### src/rtl/wb_arbiter.sv
// wb_arbiter: round-robin writeback arbiter for FU result ports.
// Squashes younger-than-redirect results and registers wwd winners.
package wb_pkg;
  typedef struct packed {
    logic [15:0] opid;
    logic [31:0] data;
  } exe_bundle_t;

  typedef struct packed {
    logic [15:0] opid;
    logic [15:0] topid;
  } red_bundle_t;
endpackage

module wb_arbiter
  import wb_pkg::*;
#(
  parameter int nfu  = 4,
  parameter int wwd  = 2,
  parameter int opsz = 32
) (
  input  logic                  clk,
  input  logic                  rst,
  input  red_bundle_t           redir,
  input  exe_bundle_t [nfu-1:0] resp,
  output logic        [nfu-1:0] claim,
  output exe_bundle_t [wwd-1:0] wb
);

  localparam int L  = $clog2(opsz);
  localparam int PW = (nfu > 1) ? $clog2(nfu) : 1;
  localparam int SW = (wwd > 1) ? $clog2(wwd) : 1;

  logic        [PW-1:0]  r_ptr;
  exe_bundle_t [wwd-1:0] r_wb;

  logic        [nfu-1:0] w_live;
  logic        [nfu-1:0] w_dead;
  logic        [nfu-1:0] w_gnt;
  logic        [PW-1:0]  w_ptr_nxt;
  exe_bundle_t [wwd-1:0] w_wb_nxt;

  // Younger than the redirect point, measured relative to topid.
  function automatic logic squash(
    input logic [15:0] x,
    input red_bundle_t r
  );
    logic [L-1:0] dx;
    logic [L-1:0] lim;
    dx  = x[L-1:0] - r.topid[L-1:0];
    lim = r.opid[L-1:0] - r.topid[L-1:0] + L'(1);
    return r.opid[15] & x[15] & (dx >= lim);
  endfunction

  // Classify each FU result as live or dead.
  always_comb begin
    w_dead = '0;
    w_live = '0;
    for (int i = 0; i < nfu; i++) begin
      w_dead[i] = squash(resp[i].opid, redir);
      w_live[i] = resp[i].opid[15] & ~w_dead[i];
    end
  end

  // Scan from ptr, grant up to wwd live inputs into wb slots.
  always_comb begin
    int          n;
    logic [PW-1:0] idx;
    w_gnt     = '0;
    w_wb_nxt  = '0;
    w_ptr_nxt = r_ptr;
    n         = 0;
    idx       = '0;
    for (int k = 0; k < nfu; k++) begin
      idx = PW'((int'(r_ptr) + k) % nfu);
      if (w_live[idx] && (n < wwd)) begin
        w_gnt[idx]         = 1'b1;
        w_wb_nxt[SW'(n)]   = resp[idx];
        w_ptr_nxt = PW'((int'(idx) + 1) % nfu);
        n = n + 1;
      end
    end
  end

  assign claim = w_gnt | w_dead;

  // Capture winners and advance the round-robin pointer.
  always_ff @(posedge clk or negedge rst) begin
    if (!rst) begin
      r_ptr <= '0;
      r_wb  <= '0;
    end else begin
      r_ptr <= w_ptr_nxt;
      r_wb  <= w_wb_nxt;
    end
  end

  // Mask captured results hit by a redirect arriving after capture.
  always_comb begin
    wb = r_wb;
    for (int j = 0; j < wwd; j++) begin
      if (squash(r_wb[j].opid, redir)) begin
        wb[j].opid = '0;
      end
    end
  end

endmodule

### config.mk
export PLATFORM = sky130hd
export DESIGN_NAME = wb_arbiter
export DESIGN_NICKNAME = d
export VERILOG_FILES = /design/src/rtl/wb_arbiter.sv
export SDC_FILE = /design/constraint.sdc
export NUM_CORES = 1
export LEC_CHECK = 0
export BUFFER_PORTS_ARGS = -buffer_cell sky130_fd_sc_hd__buf_2
export CORE_ASPECT_RATIO = 0.6
export CORE_UTILIZATION = 55
export DETAILED_ROUTE_END_ITERATION = 10
export GPL_ROUTABILITY_DRIVEN = 0
export PLACE_DENSITY = 0.93
export SLEW_MARGIN = 20
export SYNTH_ARGS = -nofsm -noshare
export SYNTH_HDL_FRONTEND = slang
export SYNTH_SLANG_ARGS = --single-unit
### constraint.sdc
create_clock -name clk -period 20.4 [get_ports clk]
set_input_delay 4.08 -clock clk [delete_from_list [all_inputs] [get_ports clk]]
set_output_delay 4.08 -clock clk [all_outputs]
set_load 0.01 [all_outputs]
==> results.sh, run 1 <==
export IMPL_status="completed"
export IMPL_vdd_drop_max_mv=0.216
export IMPL_cts_tree="built"
export IMPL_syn_area_sq_um=10500
export IMPL_fin_area_sq_um=11500
export IMPL_max_freq_mhz=73.9
export IMPL_antenna_found_initial=1
export IMPL_cts_setup_buffers=0
export IMPL_ys_seq_area_share_pct=11.9
export IMPL_multi_input_area_sq_um=8280
export IMPL_synth_cells=1204
export IMPL_cts_buffers=5
export IMPL_dpl_cell_count=1571
export IMPL_grt_ovfl_total=0
export IMPL_cts_root_buf="clkbuf_16"
export IMPL_hold_viol_final=0
export IMPL_n_antenna_cell=0
export IMPL_clkSlewWorstSetupHoldPaths_ps=80
export IMPL_final_max_slew_viol_count=0
export IMPL_yosys_area_top_type="mux2i_1"
export IMPL_critical_path_required_ps=16320
export IMPL_synthMostInstantiatedCell="mux2i_1"
export IMPL_grt_use_total_pct=34.0
export IMPL_ant_nets=0
export IMPL_cp_max_fo=8
export IMPL_grt_pass1_wl_microns=53800
export IMPL_num_vias=10920
export IMPL_drt_iter0_markers=1065
export IMPL_fin_skew_ps=4.07
export IMPL_postCtsResizedCells=0
export IMPL_slew_headroom_pct=31.7
export IMPL_wl_per_cell_microns=22.0
export IMPL_synth_edf_count=0
export IMPL_tightest_slew_ps=1030
export IMPL_yosys_most_used_dff="dfrtp_1"
export IMPL_period_needed_ps=13530
export IMPL_fp_dieW_microns=180
export IMPL_die_h_microns=109
export IMPL_p_leak_nw=5.42
export IMPL_placed_cell_area_sq_um=11400
export IMPL_clk_path_buf_depth=2
export IMPL_htreeDepth=2
export IMPL_arrival_ps=9450
export IMPL_fin_cells=1579
export IMPL_final_core_util_pct=62.6
export IMPL_pin_count=326
export IMPL_cts_sink_count=50
export IMPL_min_path_type="register to register"
export IMPL_clk_latency_ps=300
export IMPL_port_buffers=256
export IMPL_drc=0
export IMPL_worst_setup_path_type="primary input to primary output"
export IMPL_timing_final_crit_share_pct=66.3
export IMPL_yosys_top_cells_count="189 x mux2i_1, 108 x nand2_1, 85 x clkbuf_1"
export IMPL_ys_types=75
export IMPL_synthArstFlopShare_pct=100
export IMPL_final_setup_viol_count=0
export IMPL_synth_area_top_cells="mux2i_1 18%, dfrtp_1 12%, mux4_2 10%"
export IMPL_row_count=38
export IMPL_register_area_sq_um=1260
export IMPL_synth_top_cell_area_share_pct=18.0
export IMPL_hpwl_microns=24100
export IMPL_grt_start_max_net_pins=77
export IMPL_grt_pass1_vias=10573
export IMPL_fillCellCount=1530
export IMPL_wl_microns=34800
export IMPL_yosys_register_bits=50
export IMPL_setup_tns_ps=0
export IMPL_postSynthAreaPerCell_sq_um=8.73
export IMPL_max_cap_viol_count=0
export IMPL_rsz0062_at_grt="no"
export IMPL_initial_utilization_pct=57.1
export IMPL_core_sq_um=18400
export IMPL_nNetsFinal=1616
export IMPL_drtPass1Iterations=8
export IMPL_ff2ff_setup_slack_ps=13170
export IMPL_timing_critical_path_to_type="primary output"
export IMPL_synth_warnings=0
export IMPL_die_area_sq_um=19700
export IMPL_postCtsHoldBufs=0
export IMPL_critPathLaunchType="primary input"
export IMPL_areaGrowthSynthToFinish_pct=9.65
export IMPL_p_per_area_nw_per_um2=209
export IMPL_viasPerCell=6.92
export IMPL_drive_gt1_share_pct=29.9
## cell families (layout without fill, tap and decap cells)
logic type / after synthesis / after routing / share of synthesized area (%)
AO/OA/AOI/OAI: 277 / 277 / 23.1
other: 1 / 48 / 0.0357
buffers and inverters: 228 / 316 / 11.7
adder cells (fa/ha/maj): 52 / 52 / 6.62
flip-flops: 50 / 50 / 11.9
XOR/XNOR: 21 / 21 / 1.97
multiplexers: 239 / 239 / 28.5
AND/OR/NAND/NOR: 336 / 336 / 16.2
## metrics by stage
stage	worst slack, ps	hold slack [ps]	power (W)
6_report	6870	1090	0.00241
5_1_grt	6580	1140	0.00253
4_1_cts	7020	1080	0.00235
2_1_floorplan	8070	842	0.00185
3_5_place_dp	7050	1070	0.00225
3_3_place_gp	7180	1070	0.00218
## power by group
part	leakage [nW]	internal [W]	switching, W
clock	0.0739	0.0000491	0.0000442
combinational	4.77	0.000866	0.00123
sequential	0.584	0.000170	0.0000426
## state kept, by name, indices dropped and copies added (netlist names)
signal,flops
r_wb,16
r_ptr,2
wb,32
## area by class of cell
type                            count  area share (%)
Clock buffer                        7            1.24
Clock inverter                      1          0.0434
Inverter                           36            1.17
Multi-Input combinational cell    973            71.9
Sequential cell                    50            10.9
Tap cell                          240            2.61
Timing Repair Buffer              272            12.2
## path summary, 6_finish.rpt
kind                           from       end  depth (start not counted)
max reg2reg                r_ptr[0]  r_wb[34]                         14
max in group asynchronous       rst  r_ptr[0]                          2
max                        redir[1]  claim[2]                         22
min in group asynchronous       rst     wb[6]                          2
min                        r_ptr[0]  r_ptr[0]                          1
min reg2reg                r_ptr[0]  r_ptr[0]                          1
## per-layer routing
metal,up-vias,GRT usage [%],wire [microns],part of all wire (%)
met5,-,0,0,0
met4,0,12.8,919,2.6
met3,93,8.72,4210,12
met2,806,55.0,15700,45
met1,5237,44.1,13900,40
li1,4784,-,-,-
## placed cells by master, fill, tap and decap left out, types with 3 or more instances in the layout
master     synthesis  layout
buf_2             15     256
mux2i_1          189     189
nand2_1          108     106
nand3_1           57      57
nor2_1            59      57
o22ai_1           52      52
o211ai_1          50      50
and3_1            48      48
mux4_2            48      48
conb_1             1      48
dfrtp_1           50      48
ha_1              46      45
o221ai_1          37      37
o41ai_2           32      32
inv_1             31      31
a21oi_1           20      20
and2_1            18      18
buf_4             81      16
o41ai_1           15      15
xnor2_1           11      11
a21o_1            10      10
o221ai_2          10      10
xor2_1             8       8
a31oi_1            8       8
nor3_1             8       8
o21ai_0            8       8
a221o_1            6       6
fa_1               6       6
clkbuf_16          0       5
and3b_1            4       4
nand2b_1           4       4
a211oi_1           4       4
or3_1              4       4
nor4_4             2       4
nor2b_1            4       4
inv_2              3       3
## worst max-delay path, cell delays in order
cell,delay [ps]
buf_2,110
ha_1,290
inv_1,60
ha_1,170
inv_1,60
fa_1,560
ha_1,340
o21ai_0,80
a31oi_1,260
o21ai_0,140
a2111o_1,510
a32oi_1,360
nand3_1,180
nand2_1,180
clkinv_1,290
ha_1,540
inv_1,160
nand3_1,140
nor3b_1,80
o31a_1,370
a221o_1,340
buf_2,150
Power figures use the tool's default switching activity.
==> inputs of run 2 (changes only) <==
- CORE_UTILIZATION: 55 -> 49
- PLACE_DENSITY: 0.93 -> 0.88
- clock period: 20.4 -> 11.4 ns (I/O delays scaled with it)
==> results.sh, run 2 (same netlist as run 1, synthesis figures left out) <==
export IMPL_p_clk_share_pct=3.9
export IMPL_timing_critical_path_to_type="primary output"
export IMPL_layout_common_cells="256 x buf_2, 189 x mux2i_1, 106 x nand2_1"
export IMPL_clk_latency_ps=300
export IMPL_fillCellCount=1902
export IMPL_tightest_slew_ps=1050
export IMPL_switchingPower_w=0.00236
export IMPL_setup_tns_ps=0
export IMPL_rsz0062_at_grt="no"
export IMPL_sw_frac_of_total_pct=54.8
export IMPL_postCtsHoldBufs=0
export IMPL_p_int_w=0.00195
export IMPL_cts_buffers=5
export IMPL_fin_skew_ps=4.82
export IMPL_p_per_area_nw_per_um2=373
export IMPL_p_leak_nw=5.43
export IMPL_max_freq_mhz=101
export IMPL_hpwl_microns=24500
export IMPL_final_max_slew_viol_count=0
export IMPL_cts_sink_count=50
export IMPL_slew_headroom_pct=30.2
export IMPL_min_path_type="register to register"
export IMPL_grt_pass1_vias=10518
export IMPL_p_seq_share_pct=9.1
export IMPL_largest_reg_flops=32
export IMPL_ant_nets=0
export IMPL_die_h_microns=115
export IMPL_fp_dieW_microns=191
export IMPL_htreeDepth=2
export IMPL_cts_root_buf="clkbuf_16"
export IMPL_areaGrowthSynthToFinish_pct=10.2
export IMPL_max_cap_viol_count=0
export IMPL_initial_utilization_pct=50.0
export IMPL_die_area_sq_um=22100
export IMPL_arrival_ps=7660
export IMPL_viasPerCell=6.70
export IMPL_wl_per_cell_microns=22.0
export IMPL_hold_viol_final=0
export IMPL_grt_ovfl_total=0
export IMPL_num_vias=10869
export IMPL_grt_start_max_net_pins=74
export IMPL_multi_input_area_sq_um=8270
export IMPL_drive_gt1_share_pct=30.0
export IMPL_fin_total_pwr_w=0.00431
export IMPL_cp_max_fo=12
export IMPL_nNetsFinal=1618
export IMPL_timing_final_crit_share_pct=87.2
export IMPL_worst_setup_path_type="primary input to primary output"
export IMPL_grt_use_total_pct=31.1
export IMPL_drc=0
export IMPL_status="completed"
export IMPL_port_buffers=256
export IMPL_period_needed_ps=9940
export IMPL_critical_path_required_ps=9120
export IMPL_postCtsResizedCells=0
export IMPL_drt_iter0_markers=991
export IMPL_cts_tree="built"
export IMPL_final_setup_viol_count=0
export IMPL_wl_microns=35600
export IMPL_cts_setup_buffers=0
export IMPL_critPathLaunchType="primary input"
export IMPL_clkSlewWorstSetupHoldPaths_ps=80
export IMPL_clk_path_buf_depth=2
export IMPL_drtPass1Iterations=6
export IMPL_vdd_drop_max_mv=0.416
export IMPL_core_sq_um=21000
export IMPL_grt_pass1_wl_microns=54600
export IMPL_register_area_sq_um=1260
export IMPL_antenna_found_initial=6
export IMPL_combPwrFrac_pct=87.0
export IMPL_row_count=41
export IMPL_pin_count=326
export IMPL_final_common_cell="buf_2"
==> run 2: cell count changes in the layout (fill, tap and decap cells not counted), sizes merged <==
cell	change
buf	+2
diode	+3
==> run 2: metal layers <==
layer	GRT usage, %	wire (microns)	vias up
li1	-	-	4795
met1	41.6	14900	5215
met2	49.1	15700	742
met3	8.12	4150	111
met4	10.2	815	6
met5	0	43	-
==> run 2: stage by stage <==
step / utilization [%] / setup WS [ps] / hold WS (ps) / cell area [sq um] / std cells
after global placement: 54.3 / 1850 / 1150 / 11400 / 1612
after global routing: 55.0 / 1290 / 1240 / 11600 / 1622
after detailed placement: 54.3 / 1690 / 1190 / 11400 / 1612
after CTS: 55.0 / 1670 / 1200 / 11600 / 1620
after floorplan: - / 2670 / 842 / 10700 / 1251
final: 55.1 / 1460 / 1190 / 11600 / 1623
==> run 2: critical path, cell delays in order <==
cell and delay [ps]:
buf_2 140, inv_1 80, ha_1 230, ha_1 210
inv_1 70, fa_1 510, ha_1 270, or4b_2 610
o22ai_1 300, o22ai_1 230, a21oi_1 280, o311ai_1 190
nand2_1 210, mux2_2 350, ha_1 380, inv_1 180
nand3_1 130, nor3b_1 390, o31a_1 300, a221o_1 190
buf_2 130
==> run 2: final timing paths <==
path	startpoint	end	slack, ps	depth (start not counted)
hold reg to reg	r_ptr[0]	r_ptr[0]	1190	1
setup / recovery	redir[0]	claim[1]	1460	21
hold / removal	r_ptr[0]	r_ptr[0]	1190	1
min in group asynchronous	rst	r_ptr[1]	2140	2
max in group asynchronous	rst	r_ptr[0]	8680	2
setup reg to reg	r_ptr[0]	r_wb[45]	3990	15
==> run 2: layout make-up <==
class	count	share of cell area [%]
Inverter	36	1.17
Clock inverter	1	0.0432
Tap cell	279	3.01
Antenna cell	3	0.0648
Sequential cell	50	10.8
Clock buffer	7	1.23
Multi-Input combinational cell	973	71.4
Timing Repair Buffer	274	12.2
==> run 2: power by group through the flow <==
stage,clock network (W),registers (W),logic (W)
CTS,0.000168,0.000392,0.00367
detailed placement,0,0.000394,0.00366
global placement,0,0.000392,0.00353
global route,0.000175,0.000404,0.00398
finish,0.000167,0.000393,0.00375
floorplan,0,0.000328,0.00299
==> inputs of run 3 (changes only) <==
- CTS_CLUSTER_DIAMETER: not set -> 200
- PLACE_DENSITY: 0.88 -> 0.8
==> results.sh, run 3 (same netlist as run 1, synthesis figures left out) <==
export IMPL_drc=0
export IMPL_wl_per_cell_microns=22.0
export IMPL_final_max_slew_viol_count=0
export IMPL_clk_path_buf_depth=2
export IMPL_critPathLaunchType="primary input"
export IMPL_setup_tns_ps=0
export IMPL_cts_setup_buffers=0
export IMPL_grt_use_total_pct=31.5
export IMPL_layout_common_cells="256 x buf_2, 189 x mux2i_1, 106 x nand2_1"
export IMPL_fp_dieW_microns=191
export IMPL_ant_nets=0
export IMPL_htreeDepth=2
export IMPL_hpwl_microns=24300
export IMPL_slew_headroom_pct=28.6
export IMPL_final_common_cell="buf_2"
export IMPL_grt_pass1_wl_microns=54900
export IMPL_grt_pass1_vias=10370
export IMPL_grt_start_max_net_pins=99
export IMPL_num_vias=10807
export IMPL_worst_slack_ps=1470
export IMPL_viasPerCell=6.67
export IMPL_antenna_found_initial=5
export IMPL_wl_microns=35700
export IMPL_arrival_ps=7650
export IMPL_grt_ovfl_total=0
export IMPL_cts_root_buf="clkbuf_16"
export IMPL_max_cap_viol_count=0
export IMPL_areaGrowthSynthToFinish_pct=10.2
export IMPL_drt_iter0_markers=1295
export IMPL_p_per_area_nw_per_um2=373
export IMPL_place_ws_ps=1660
export IMPL_cts_tree="built"
export IMPL_vdd_drop_max_mv=0.367
export IMPL_max_freq_mhz=101
export IMPL_hold_viol_final=0
export IMPL_critical_path_required_ps=9120
export IMPL_worst_setup_path_type="primary input to primary output"
export IMPL_pin_count=326
export IMPL_die_h_microns=115
export IMPL_drive_gt1_share_pct=30.0
export IMPL_fin_cells=1621
export IMPL_status="completed"
export IMPL_cp_max_fo=12
export IMPL_tightest_slew_ps=1070
export IMPL_rsz0062_at_grt="no"
export IMPL_min_path_type="register to register"
export IMPL_postCtsResizedCells=0
export IMPL_timing_critical_path_to_type="primary output"
export IMPL_cts_sink_count=50
export IMPL_port_buffers=256
export IMPL_core_sq_um=21000
export IMPL_cts_buffers=5
export IMPL_drtPass1Iterations=6
export IMPL_dpl_cell_count=1612
export IMPL_row_count=41
export IMPL_timing_final_crit_share_pct=87.1
export IMPL_p_leak_nw=5.43
export IMPL_final_core_util_pct=55.0
export IMPL_fin_skew_ps=7.08
export IMPL_final_setup_viol_count=0
export IMPL_nNetsFinal=1618
export IMPL_die_area_sq_um=22100
export IMPL_clkSlewWorstSetupHoldPaths_ps=70
export IMPL_initial_utilization_pct=50.0
export IMPL_postCtsHoldBufs=0
export IMPL_period_needed_ps=9930
export IMPL_clk_latency_ps=300
export IMPL_largest_reg_flops=32
==> run 3: changes by cell type in the layout (fill, tap and decap cells not counted) <==
cell,before,now
diode_2,3,1
==> run 3: per-layer routing <==
layer	global-route usage, %	part of all wire (%)	vias to the layer above
met5	0	0.087	-
met4	8.43	1.5	4
met3	9.42	12	69
met2	49.0	44	707
met1	42.5	42	5232
li1	-	-	4795
==> run 3: path summary, 6_finish.rpt <==
check | startpoint | to | slack, ps | cells after the start
worst max-delay path | redir[0] | claim[0] | 1470 | 21
max in group asynchronous | rst | r_ptr[0] | 8610 | 2
worst min-delay path | r_ptr[1] | wb[15] | 1240 | 3
min in group asynchronous | rst | r_wb[47] | 2160 | 2
worst min register to register | r_ptr[1] | wb[15] | 1240 | 3
worst max register to register | r_ptr[0] | wb[20] | 3900 | 15
==> run 3: where the power goes <==
part	internal [W]	total, W	switching, W
logic	0.00156	0.00376	0.00221
clock network	0.0000878	0.000168	0.0000804
registers	0.000304	0.000385	0.0000805
total	0.00195	0.00432	0.00237
==> run 3: final cells by class <==
| type | instances | area, sq um |
|---|---|---|
| multi-input cells | 973 | 8270 |
| clock buffers | 7 | 143 |
| diodes | 1 | 2.50 |
| inverters | 36 | 135 |
| well taps | 279 | 349 |
| flip-flops and latches | 50 | 1260 |
| clock inverters | 1 | 5.00 |
| fillers | 1917 | 9460 |
| repair buffers | 274 | 1420 |
==> run 3: critical path, stage by stage <==
cell and delay [ps]:
buf_2 160, inv_1 80, ha_1 220, ha_1 220, inv_1 80, fa_1 520
ha_1 270, or4b_2 620, o22ai_1 340, o22ai_1 220, a31oi_1 280, o311ai_1 180
nand2_1 180, mux2_2 340, ha_1 370, inv_1 210, nand3_1 130, nor3b_1 300
o31a_1 310, a221o_1 200, buf_2 130
==> run 3: through the flow <==
step / total power [W] / cell area [sq um] / hold WS [ps]
floorplan: 0.00332 / 10700 / 842
global placement: 0.00397 / 11400 / 1170
detailed placement: 0.00406 / 11400 / 1180
CTS: 0.00425 / 11600 / 1200
global route: 0.00457 / 11600 / 1260
finish: 0.00432 / 11600 / 1240
